<file path="src/rtl/ws2812_pkg.sv">
// Shared WS2812 timing constants for the LED driver and the stream decoder.
// All widths and gaps are expressed in 20 MHz clk cycles.
package ws2812_pkg;

   localparam int CLK_HZ           = 20_000_000;
   localparam int BIT_PERIOD       = 25;
   localparam int DEF_T_RUNT       = 4;
   localparam int DEF_T_SPLIT      = 12;
   localparam int DEF_T_MAX        = 20;
   localparam int DEF_RESET_CYCLES = 1000;

   typedef enum logic [1:0] {
      ST_WAIT_GAP = 2'd0,
      ST_LOW      = 2'd1,
      ST_HIGH     = 2'd2
   } rx_state_t;

endpackage

</file>
<file path="src/rtl/ws2812_rx_sync2.sv">
// Two-flop synchronizer bringing the asynchronous serial line into the clk domain.
module sync2 (
   input  logic clk,
   input  logic reset,
   input  logic d,
   output logic q
);

   logic meta_r;

   // metastability filter: first flop may go metastable, second is the clean copy
   always_ff @(posedge clk) begin
      if (reset) begin
         meta_r <= 1'b0;
         q      <= 1'b0;
      end else begin
         meta_r <= d;
         q      <= meta_r;
      end
   end

endmodule

</file>
<file path="src/rtl/ws2812_rx.sv">
// WS2812 stream decoder: measures high pulses, assembles MSB-first 24-bit words
// and reports latch gaps, stuck-high lines, runts and pixel overflow.
module ws2812_rx
   import ws2812_pkg::*;
#(
   parameter int NUM_LEDS     = 60,
   parameter int T_RUNT       = DEF_T_RUNT,
   parameter int T_SPLIT      = DEF_T_SPLIT,
   parameter int T_MAX        = DEF_T_MAX,
   parameter int RESET_CYCLES = DEF_RESET_CYCLES,
   parameter int IDX_W        = $clog2(NUM_LEDS)
) (
   input  logic             clk,
   input  logic             reset,
   input  logic             din,
   output logic [23:0]      pixel,
   output logic             pixel_valid,
   output logic [IDX_W-1:0] pixel_idx,
   output logic             frame_done,
   output logic             err
);

   localparam int CNT_W = $clog2(RESET_CYCLES + 1);
   localparam int H_W   = $clog2(T_MAX + 1);
   // one extra code so the counter can sit at NUM_LEDS to flag overflow
   localparam int IC_W  = $clog2(NUM_LEDS + 1);

   logic             din_s;
   logic             din_q_r;
   rx_state_t        state_r, state_nx;
   logic [CNT_W-1:0] lcnt_r, lcnt_nx;
   logic [H_W-1:0]   hcnt_r, hcnt_nx;
   logic [4:0]       bitcnt_r, bitcnt_nx;
   logic [IC_W-1:0]  idx_r, idx_nx;
   logic [22:0]      sreg_r, sreg_nx;
   logic [23:0]      pixel_nx;
   logic [IDX_W-1:0] pixel_idx_nx;
   logic             pv_nx, fd_nx, err_nx;
   logic             bit_s;

   sync2 u_sync (
      .clk   (clk),
      .reset (reset),
      .d     (din),
      .q     (din_s)
   );

   // state, counters and registered outputs
   always_ff @(posedge clk) begin
      if (reset) begin
         state_r     <= ST_WAIT_GAP;
         din_q_r     <= 1'b0;
         lcnt_r      <= '0;
         hcnt_r      <= '0;
         bitcnt_r    <= 5'd0;
         idx_r       <= '0;
         sreg_r      <= 23'd0;
         pixel       <= 24'd0;
         pixel_idx   <= '0;
         pixel_valid <= 1'b0;
         frame_done  <= 1'b0;
         err         <= 1'b0;
      end else begin
         state_r     <= state_nx;
         din_q_r     <= din_s;
         lcnt_r      <= lcnt_nx;
         hcnt_r      <= hcnt_nx;
         bitcnt_r    <= bitcnt_nx;
         idx_r       <= idx_nx;
         sreg_r      <= sreg_nx;
         pixel       <= pixel_nx;
         pixel_idx   <= pixel_idx_nx;
         pixel_valid <= pv_nx;
         frame_done  <= fd_nx;
         err         <= err_nx;
      end
   end

   // next-state, pulse classification and word assembly
   always_comb begin
      state_nx     = state_r;
      lcnt_nx      = lcnt_r;
      hcnt_nx      = hcnt_r;
      bitcnt_nx    = bitcnt_r;
      idx_nx       = idx_r;
      sreg_nx      = sreg_r;
      pixel_nx     = pixel;
      pixel_idx_nx = pixel_idx;
      pv_nx        = 1'b0;
      fd_nx        = 1'b0;
      err_nx       = 1'b0;
      bit_s        = 1'b0;

      case (state_r)
         ST_WAIT_GAP: begin
            // only a full latch gap proves we are aligned to a frame start
            if (din_s) begin
               lcnt_nx = '0;
            end else if (lcnt_r == CNT_W'(RESET_CYCLES - 1)) begin
               lcnt_nx   = CNT_W'(RESET_CYCLES);
               state_nx  = ST_LOW;
               idx_nx    = '0;
               bitcnt_nx = 5'd0;
            end else begin
               lcnt_nx = lcnt_r + CNT_W'(1);
            end
         end

         ST_LOW: begin
            if (din_s && !din_q_r) begin
               state_nx = ST_HIGH;
               hcnt_nx  = H_W'(1);
               lcnt_nx  = '0;
            end else if (lcnt_r == CNT_W'(RESET_CYCLES - 1)) begin
               lcnt_nx = CNT_W'(RESET_CYCLES);
               if ((bitcnt_r != 5'd0) || (idx_r != '0)) begin
                  fd_nx  = 1'b1;
                  err_nx = (bitcnt_r != 5'd0);
               end else begin
                  fd_nx  = 1'b0;
               end
               idx_nx    = '0;
               bitcnt_nx = 5'd0;
            end else if (lcnt_r != CNT_W'(RESET_CYCLES)) begin
               lcnt_nx = lcnt_r + CNT_W'(1);
            end else begin
               lcnt_nx = lcnt_r;
            end
         end

         ST_HIGH: begin
            if (din_s) begin
               if (hcnt_r == H_W'(T_MAX)) begin
                  err_nx   = 1'b1;
                  state_nx = ST_WAIT_GAP;
                  lcnt_nx  = '0;
               end else begin
                  hcnt_nx = hcnt_r + H_W'(1);
               end
            end else begin
               state_nx = ST_LOW;
               if (hcnt_r < H_W'(T_RUNT)) begin
                  err_nx = 1'b1;
               end else begin
                  bit_s   = (hcnt_r >= H_W'(T_SPLIT));
                  sreg_nx = {sreg_r[21:0], bit_s};
                  if (bitcnt_r == 5'd23) begin
                     bitcnt_nx = 5'd0;
                     if (idx_r == IC_W'(NUM_LEDS)) begin
                        err_nx = 1'b1;
                     end else begin
                        pixel_nx     = {sreg_r, bit_s};
                        pixel_idx_nx = idx_r[IDX_W-1:0];
                        pv_nx        = 1'b1;
                        idx_nx       = idx_r + IC_W'(1);
                     end
                  end else begin
                     bitcnt_nx = bitcnt_r + 5'd1;
                  end
               end
            end
         end

         default: begin
            state_nx = ST_WAIT_GAP;
            lcnt_nx  = '0;
         end
      endcase
   end

endmodule
</file>
<file path="config.mk">
export PLATFORM = sky130hd
export DESIGN_NAME = ws2812_rx
export DESIGN_NICKNAME = d
export VERILOG_FILES = /design/src/rtl/ws2812_pkg.sv /design/src/rtl/ws2812_rx_sync2.sv /design/src/rtl/ws2812_rx.sv
export SDC_FILE = /design/constraint.sdc
export NUM_CORES = 1
export LEC_CHECK = 0
export CORE_UTILIZATION = 61
export CTS_CLUSTER_SIZE = 12
export DETAILED_ROUTE_END_ITERATION = 7
export PLACE_DENSITY_LB_ADDON = 0.05
export SYNTH_ARGS = -nofsm -noshare
export SYNTH_HDL_FRONTEND = slang
export SYNTH_SLANG_ARGS = --single-unit
</file>
<file path="constraint.sdc">
create_clock -name clk -period 4.35 [get_ports clk]
set_clock_uncertainty 0.2 [all_clocks]
set_input_delay 0.87 -clock clk [delete_from_list [all_inputs] [get_ports clk]]
set_output_delay 0.87 -clock clk [all_outputs]
set_load 0.005 [all_outputs]
</file>
==> results of run 1 <==
==> power by group <==
| group | internal (mW) | switching, mW |
|---|---|---|
| Clock | 0.381 | 0.275 |
| Combinational | 0.0396 | 0.0671 |
| Sequential | 0.806 | 0.0124 |
==> per-layer routing <==
metal | GRT usage, % | vias up | wire length [µm]
met3 | 4.11 | 12 | 231
li1 | - | 1638 | -
met1 | 30.7 | 1507 | 3440
met4 | 8.57 | 0 | 120
met5 | 0 | - | 0
met2 | 42.9 | 63 | 3570
==> cell type report <==
| type | count | area, µm² | share of cell area (%) |
|---|---|---|---|
| flip-flops and latches | 87 | 1740 | 40.3 |
| inverters | 17 | 63.8 | 1.48 |
| multi-input cells | 339 | 1820 | 42.1 |
| clock inverters | 5 | 108 | 2.49 |
| clock buffers | 10 | 128 | 2.95 |
| repair buffers | 38 | 368 | 8.51 |
| well taps | 75 | 93.8 | 2.17 |
==> cell families after synthesis <==
kind of cell             count (synthesis)  share of synthesized area [%]
adder cells (fa/ha/maj)                 12                           4.04
multiplexers                             4                           1.11
flip-flops                              87                           46.9
AND/OR/NAND/NOR                        208                           25.3
AO/OA/AOI/OAI                          110                           17.1
XOR/XNOR                                 5                           1.18
buffers and inverters                   42                           4.28
==> cells in the final DEF, fill, tap and decap left out, types with 4 or more instances in the layout <==
| cell | netlist | final |
|---|---|---|
| or3_1 | 4 | 4 |
| inv_1 | 17 | 17 |
| nand2_1 | 121 | 121 |
| nor2b_1 | 5 | 5 |
| o21ai_0 | 12 | 12 |
| nand4_1 | 4 | 4 |
| a21oi_1 | 71 | 71 |
| a31oi_1 | 6 | 6 |
| nor2_1 | 27 | 26 |
| nor3_1 | 9 | 8 |
| clkdlybuf4s50_1 | 0 | 34 |
| dfxtp_1 | 87 | 87 |
| nor4_1 | 4 | 4 |
| ha_1 | 12 | 12 |
| clkbuf_8 | 0 | 9 |
| nand3_1 | 11 | 11 |
| or2_2 | 4 | 4 |
==> state kept, by name (all words and copies together) (netlist names), 2 cells and up <==
name,cells
pixel_idx,6
hcnt_r,5
idx_r,6
pixel,24
lcnt_r,10
state_r,2
sreg_r,23
bitcnt_r,5
==> stage by stage <==
step                      hold WS, ns  cells  utilization, %  area (µm²)
after floorplan                 0.214    468               -        3710
after global placement          0.218    556            69.4        4090
after detailed placement        0.237    556            69.4        4090
after CTS                       0.255    571            73.4        4320
after global routing            0.262    571            73.4        4320
final                           0.253    571            73.4        4320
==> final timing paths <==
path | end | slack (ns) | startpoint
setup / recovery | idx_r[5]$_SDFFE_PP0P_ | 1.18 | state_r[0]$_SDFFE_PP0P_
hold reg to reg | u_sync.q$_SDFF_PP0_ | 0.25 | u_sync.meta_r$_SDFF_PP0_
setup reg to reg | idx_r[5]$_SDFFE_PP0P_ | 1.18 | state_r[0]$_SDFFE_PP0P_
hold / removal | u_sync.q$_SDFF_PP0_ | 0.25 | u_sync.meta_r$_SDFF_PP0_
==> worst max-delay path: cells and delay by family (launching register included) <==
| kind | cells | cell delay, ns |
|---|---|---|
| AO/OA/AOI/OAI | 2 | 0.72 |
| buffers and inverters | 1 | 0.09 |
| flip-flops | 1 | 0.34 |
| AND/OR/NAND/NOR | 3 | 1.32 |
| adder cells (fa/ha/maj) | 1 | 0.42 |
==> results.sh, run 1 <==
export IMPL_post_route_drc_count=0
export IMPL_max_freq_ghz=0.316
export IMPL_postRouteAntennaNets=0
export IMPL_peakVddDrop_uv=204
export IMPL_clockRootBuffer="clkbuf_8"
export IMPL_clkTransAtPathRegs_ns=0.08
export IMPL_synth_area_leader_cell="dfxtp_1"
export IMPL_first_pass_iters=6
export IMPL_clk_latency_ns=0.35
export IMPL_cts_tree="done"
export IMPL_cts_setup_buffers=0
export IMPL_worstSetupPathType="reg2reg"
export IMPL_min_path_cells=1
export IMPL_dieArea_mm2=0.00640
export IMPL_postSynthAreaPerCell_um2=7.93
export IMPL_hp_class="reg2reg"
export IMPL_min_period_over_period_pct=72.8
export IMPL_critPathMaxStageDelay_ns=0.62
export IMPL_grt_antenna_before_repair=0
export IMPL_syn_inst=468
export IMPL_setup_violations=0
export IMPL_avgRoutedWirePerCell_um=12.9
export IMPL_ios=36
export IMPL_area_growth_syn_to_layout_pct=16.4
export IMPL_start_util_pct=63.1
export IMPL_cp_data_arrival_time_ns=3.24
export IMPL_dp_slack_ns=1.20
export IMPL_synth_most_common_cell="nand2_1"
export IMPL_ys_seq_area_share_pct=46.9
export IMPL_coreArea_mm2=0.00589
export IMPL_cts_buffer_depth=2
export IMPL_drt_initial_drc_count=160
export IMPL_grt_pass1_wl_um=12600
export IMPL_final_setup_worst_slack_ns=1.18
export IMPL_worstPathMaxFanout=29
export IMPL_viasPerCell=5.64
export IMPL_crit_path_start_kind="register"
export IMPL_yosysUniqueCellTypes=53
export IMPL_drive_gt1_share_pct=6.45
export IMPL_synth_top_area_share_pct=46.9
export IMPL_htreeDepth=3
export IMPL_final_nets=507
export IMPL_synth_seq_cells=87
export IMPL_relSlewSlack_pct=26.2
export IMPL_fp_dieH_um=80.0
export IMPL_cts_resized_gates=0
export IMPL_vias=3220
export IMPL_place_congestion=0.844
export IMPL_synthArstFlopShare_pct=0
export IMPL_grt_pass1_vias=2970
export IMPL_synth_edf_count=0
export IMPL_grt_overflow_total=0
export IMPL_report_final_slew_viol_count=0
export IMPL_p_total_mw=1.58
export IMPL_cts_sinks=87
export IMPL_crit_slowest_cell="nand2b_1"
export IMPL_fillers=479
export IMPL_synth_nets=483
export IMPL_status="finished clean"
export IMPL_io_buffers=35
export IMPL_crit_chain="inv_1, ha_1, nor2b_1, nand2b_1, a211o_4, or4_1, a21oi_1"
export IMPL_place_hpwl_um=4920
export IMPL_grtUsageTotal_pct=24.7
export IMPL_synth_common_cells="nand2_1 (121), dfxtp_1 (87), a21oi_1 (71)"
export IMPL_fp_dieW_um=80.0
export IMPL_syn_area_mm2=0.00371
export IMPL_yosys_warnings=0
export IMPL_cts_made_buffers=9
export IMPL_p_per_area_mw_per_mm2=366
export IMPL_rsz0062_at_grt="false"
export IMPL_netlist_top_cells_area="dfxtp_1 (47%), nand2_1 (12%), a21oi_1 (9.6%)"
export IMPL_tightestPinTransition_ns=1.11
export IMPL_hold_viol_final=0
export IMPL_reg2reg_depth=7
export IMPL_rows=28
export IMPL_maxCapViolations=0
export IMPL_dominantRegCellSynth="dfxtp_1"
export IMPL_end_kind="register"
export IMPL_grt_start_max_net_pins=55
export IMPL_power_leakage_nw=1.47
export IMPL_hold_buffers=0
export IMPL_wl_um=7360
export IMPL_worstPathRequired_ns=4.42
export IMPL_period_needed_ns=3.17
export IMPL_num_antenna_cells=0
export IMPL_tns_ns=0
Power figures use the tool's default switching activity.
==> run 2: changes to the inputs <==
Settings changed: CORE_UTILIZATION 61 to 51.
Clock period 4.35 ns to 2.6 ns, I/O delays scaled along.
==> run 2 against run 1 <==
  * Via count fell by 0.71%
  * Die area grew 19%
  * Sequential share of layout area down 0.84 points
  * Final area grew 2.2%
  * Total power increased by 63%
  * Core utilization shrank 9.5 points
  * Worst setup slack worse by 1.1 ns
  * First-iteration DRC count shrank 27%
  * Hold slack got worse by 0.0020 ns
  * Critical path depth fell by 1
  * Final cell count grew 5.3%
  * Fmax increased by 27%
  * Critical path type unchanged
  * Largest power group unchanged
==> results.sh, run 2 (same netlist as run 1, synthesis figures left out) <==
export IMPL_status="finished clean"
export IMPL_internal_power_mw=1.96
export IMPL_setup_violations=0
export IMPL_fillers=646
export IMPL_multi_input_area_mm2=0.00183
export IMPL_cts_sinks=87
export IMPL_rows=30
export IMPL_grt_overflow_total=0
export IMPL_p_total_mw=2.57
export IMPL_power_frac_comb_pct=7.2
export IMPL_critPathMaxStageDelay_ns=0.48
export IMPL_seqPwrFrac_pct=53.2
export IMPL_rr_endpoint="idx_r[5]$_SDFFE_PP0P_"
export IMPL_final_cell_mix="nand2_1 (121), dfxtp_1 (86), a21oi_1 (71), clkdlybuf4s50_1 (34), nor2_1 (26)"
export IMPL_clk_latency_ns=0.34
export IMPL_num_antenna_cells=0
export IMPL_vias=3197
export IMPL_fp_dieW_um=87.3
export IMPL_largest_register="pixel"
export IMPL_crit_cells=6
export IMPL_tns_ns=0
export IMPL_final_setup_worst_slack_ns=0.114
export IMPL_report_final_slew_viol_count=0
export IMPL_ios=36
export IMPL_crit_slowest_cell="or4_4"
export IMPL_critPathTopFamily="simple AND/OR/NAND/NOR gates"
export IMPL_wl_um=7560
export IMPL_place_hpwl_um=5100
export IMPL_path_buf_inv=0
export IMPL_start_util_pct=53.7
export IMPL_avgRoutedWirePerCell_um=12.6
export IMPL_worstPathRequired_ns=2.67
export IMPL_post_route_drc_count=0
export IMPL_worstPathMaxFanout=8
export IMPL_maxCapViolations=0
export IMPL_layout_commonest_cell="nand2_1"
export IMPL_hold_buffers=0
export IMPL_grt_pass1_wl_um=13100
export IMPL_period_needed_ns=2.49
export IMPL_power_leakage_nw=1.51
export IMPL_reg2reg_depth=6
export IMPL_dieArea_mm2=0.00762
export IMPL_final_nets=516
export IMPL_drt_initial_drc_count=117
export IMPL_clockRootBuffer="clkbuf_8"
export IMPL_r2r_start="lcnt_r[1]$_SDFFE_PP0P_"
export IMPL_p_per_area_mw_per_mm2=583
export IMPL_reg2reg_slack_ns=0.11
export IMPL_cp_startpoint="lcnt_r[1]$_SDFFE_PP0P_"
export IMPL_seqCellArea_mm2=0.00174
export IMPL_place_congestion=0.827
export IMPL_grt_start_max_net_pins=40
export IMPL_endpoint="idx_r[5]$_SDFFE_PP0P_"
export IMPL_cts_buffer_depth=2
export IMPL_grt_antenna_before_repair=0
export IMPL_cts_made_buffers=9
export IMPL_max_freq_ghz=0.402
export IMPL_postRouteAntennaNets=0
export IMPL_min_period_over_period_pct=95.6
export IMPL_coreArea_mm2=0.00691
export IMPL_rsz0062_at_grt="false"
export IMPL_tightestPinTransition_ns=0.717
export IMPL_cts_tree="done"
export IMPL_peakVddDrop_uv=346
export IMPL_pwr_share_clk_pct=39.6
export IMPL_worstSetupPathType="reg2reg"
export IMPL_drive_gt1_share_pct=8.91
export IMPL_area_growth_syn_to_layout_pct=19.0
export IMPL_io_buffers=35
export IMPL_cp_data_arrival_time_ns=2.56
export IMPL_relSlewSlack_pct=52.2
export IMPL_swShare_pct=23.7
export IMPL_crit_path_start_kind="register"
export IMPL_viasPerCell=5.32
export IMPL_cts_setup_buffers=0
export IMPL_largest_reg_flops=24
export IMPL_first_pass_iters=4
export IMPL_hp_class="reg2reg"
export IMPL_fp_dieH_um=87.3
export IMPL_fin_util_pct=63.9
export IMPL_p_sw_mw=0.609
export IMPL_top_regs="pixel x24, sreg_r x23, lcnt_r x10"
export IMPL_end_kind="register"
export IMPL_clkTransAtPathRegs_ns=0.09
export IMPL_htreeDepth=3
export IMPL_hold_viol_final=0
export IMPL_crit_chain="ha_2, nand3b_1, or4_4, a211o_4, or4_1, a21oi_1"
export IMPL_grt_pass1_vias=3043
export IMPL_dp_slack_ns=0.129
export IMPL_grtUsageTotal_pct=21.2
run 2: what timing repair did:
item,CTS,global route
setup endpoints to repair,0,2
resized for setup,0,4
hold endpoints to repair,0,0
run 2: how the worst min path moves through the flow:
stage,from,end,slack (ns),cells past startpoint
5_1_grt,u_sync.meta_r$_SDFF_PP0_,u_sync.q$_SDFF_PP0_,0.26,1
3_3_place_gp,u_sync.meta_r$_SDFF_PP0_,u_sync.q$_SDFF_PP0_,0.22,1
6_report,u_sync.meta_r$_SDFF_PP0_,u_sync.q$_SDFF_PP0_,0.25,1
4_1_cts,u_sync.meta_r$_SDFF_PP0_,u_sync.q$_SDFF_PP0_,0.25,1
2_1_floorplan,u_sync.meta_r$_SDFF_PP0_,u_sync.q$_SDFF_PP0_,0.21,1
3_5_place_dp,u_sync.meta_r$_SDFF_PP0_,u_sync.q$_SDFF_PP0_,0.23,1
run 2: cell type report:
cell class	instances	share of cell area (%)
Tap cell	96	2.72
Clock inverter	6	2.07
Timing Repair Buffer	47	10.1
Inverter	17	1.44
Sequential cell	87	39.5
Clock buffer	9	2.80
Multi-Input combinational cell	339	41.4
run 2: routing by layer:
layer,up-vias,share of wire [%],global-route usage (%)
li1,1655,-,-
met2,38,47,36.5
met5,-,0,0
met4,0,0.34,6.26
met1,1500,50,27.5
met3,4,2.1,3.03
run 2: power groups by stage:
stage	Combinational (mW)	Sequential, mW	Clock [mW]
finish	0.184	1.37	1.02
global route	0.210	1.37	1.10
CTS	0.184	1.37	1.05
detailed placement	0.183	1.40	0
global placement	0.179	1.40	0
floorplan	0.142	1.39	0
run 2: per-stage QoR:
step                cells  hold WS (ns)  instance area (µm²)
CTS                   601         0.250                 4410
floorplan             468         0.214                 3710
global placement      586         0.217                 4190
detailed placement    586         0.234                 4190
global route          601         0.256                 4420
finish                601         0.251                 4420
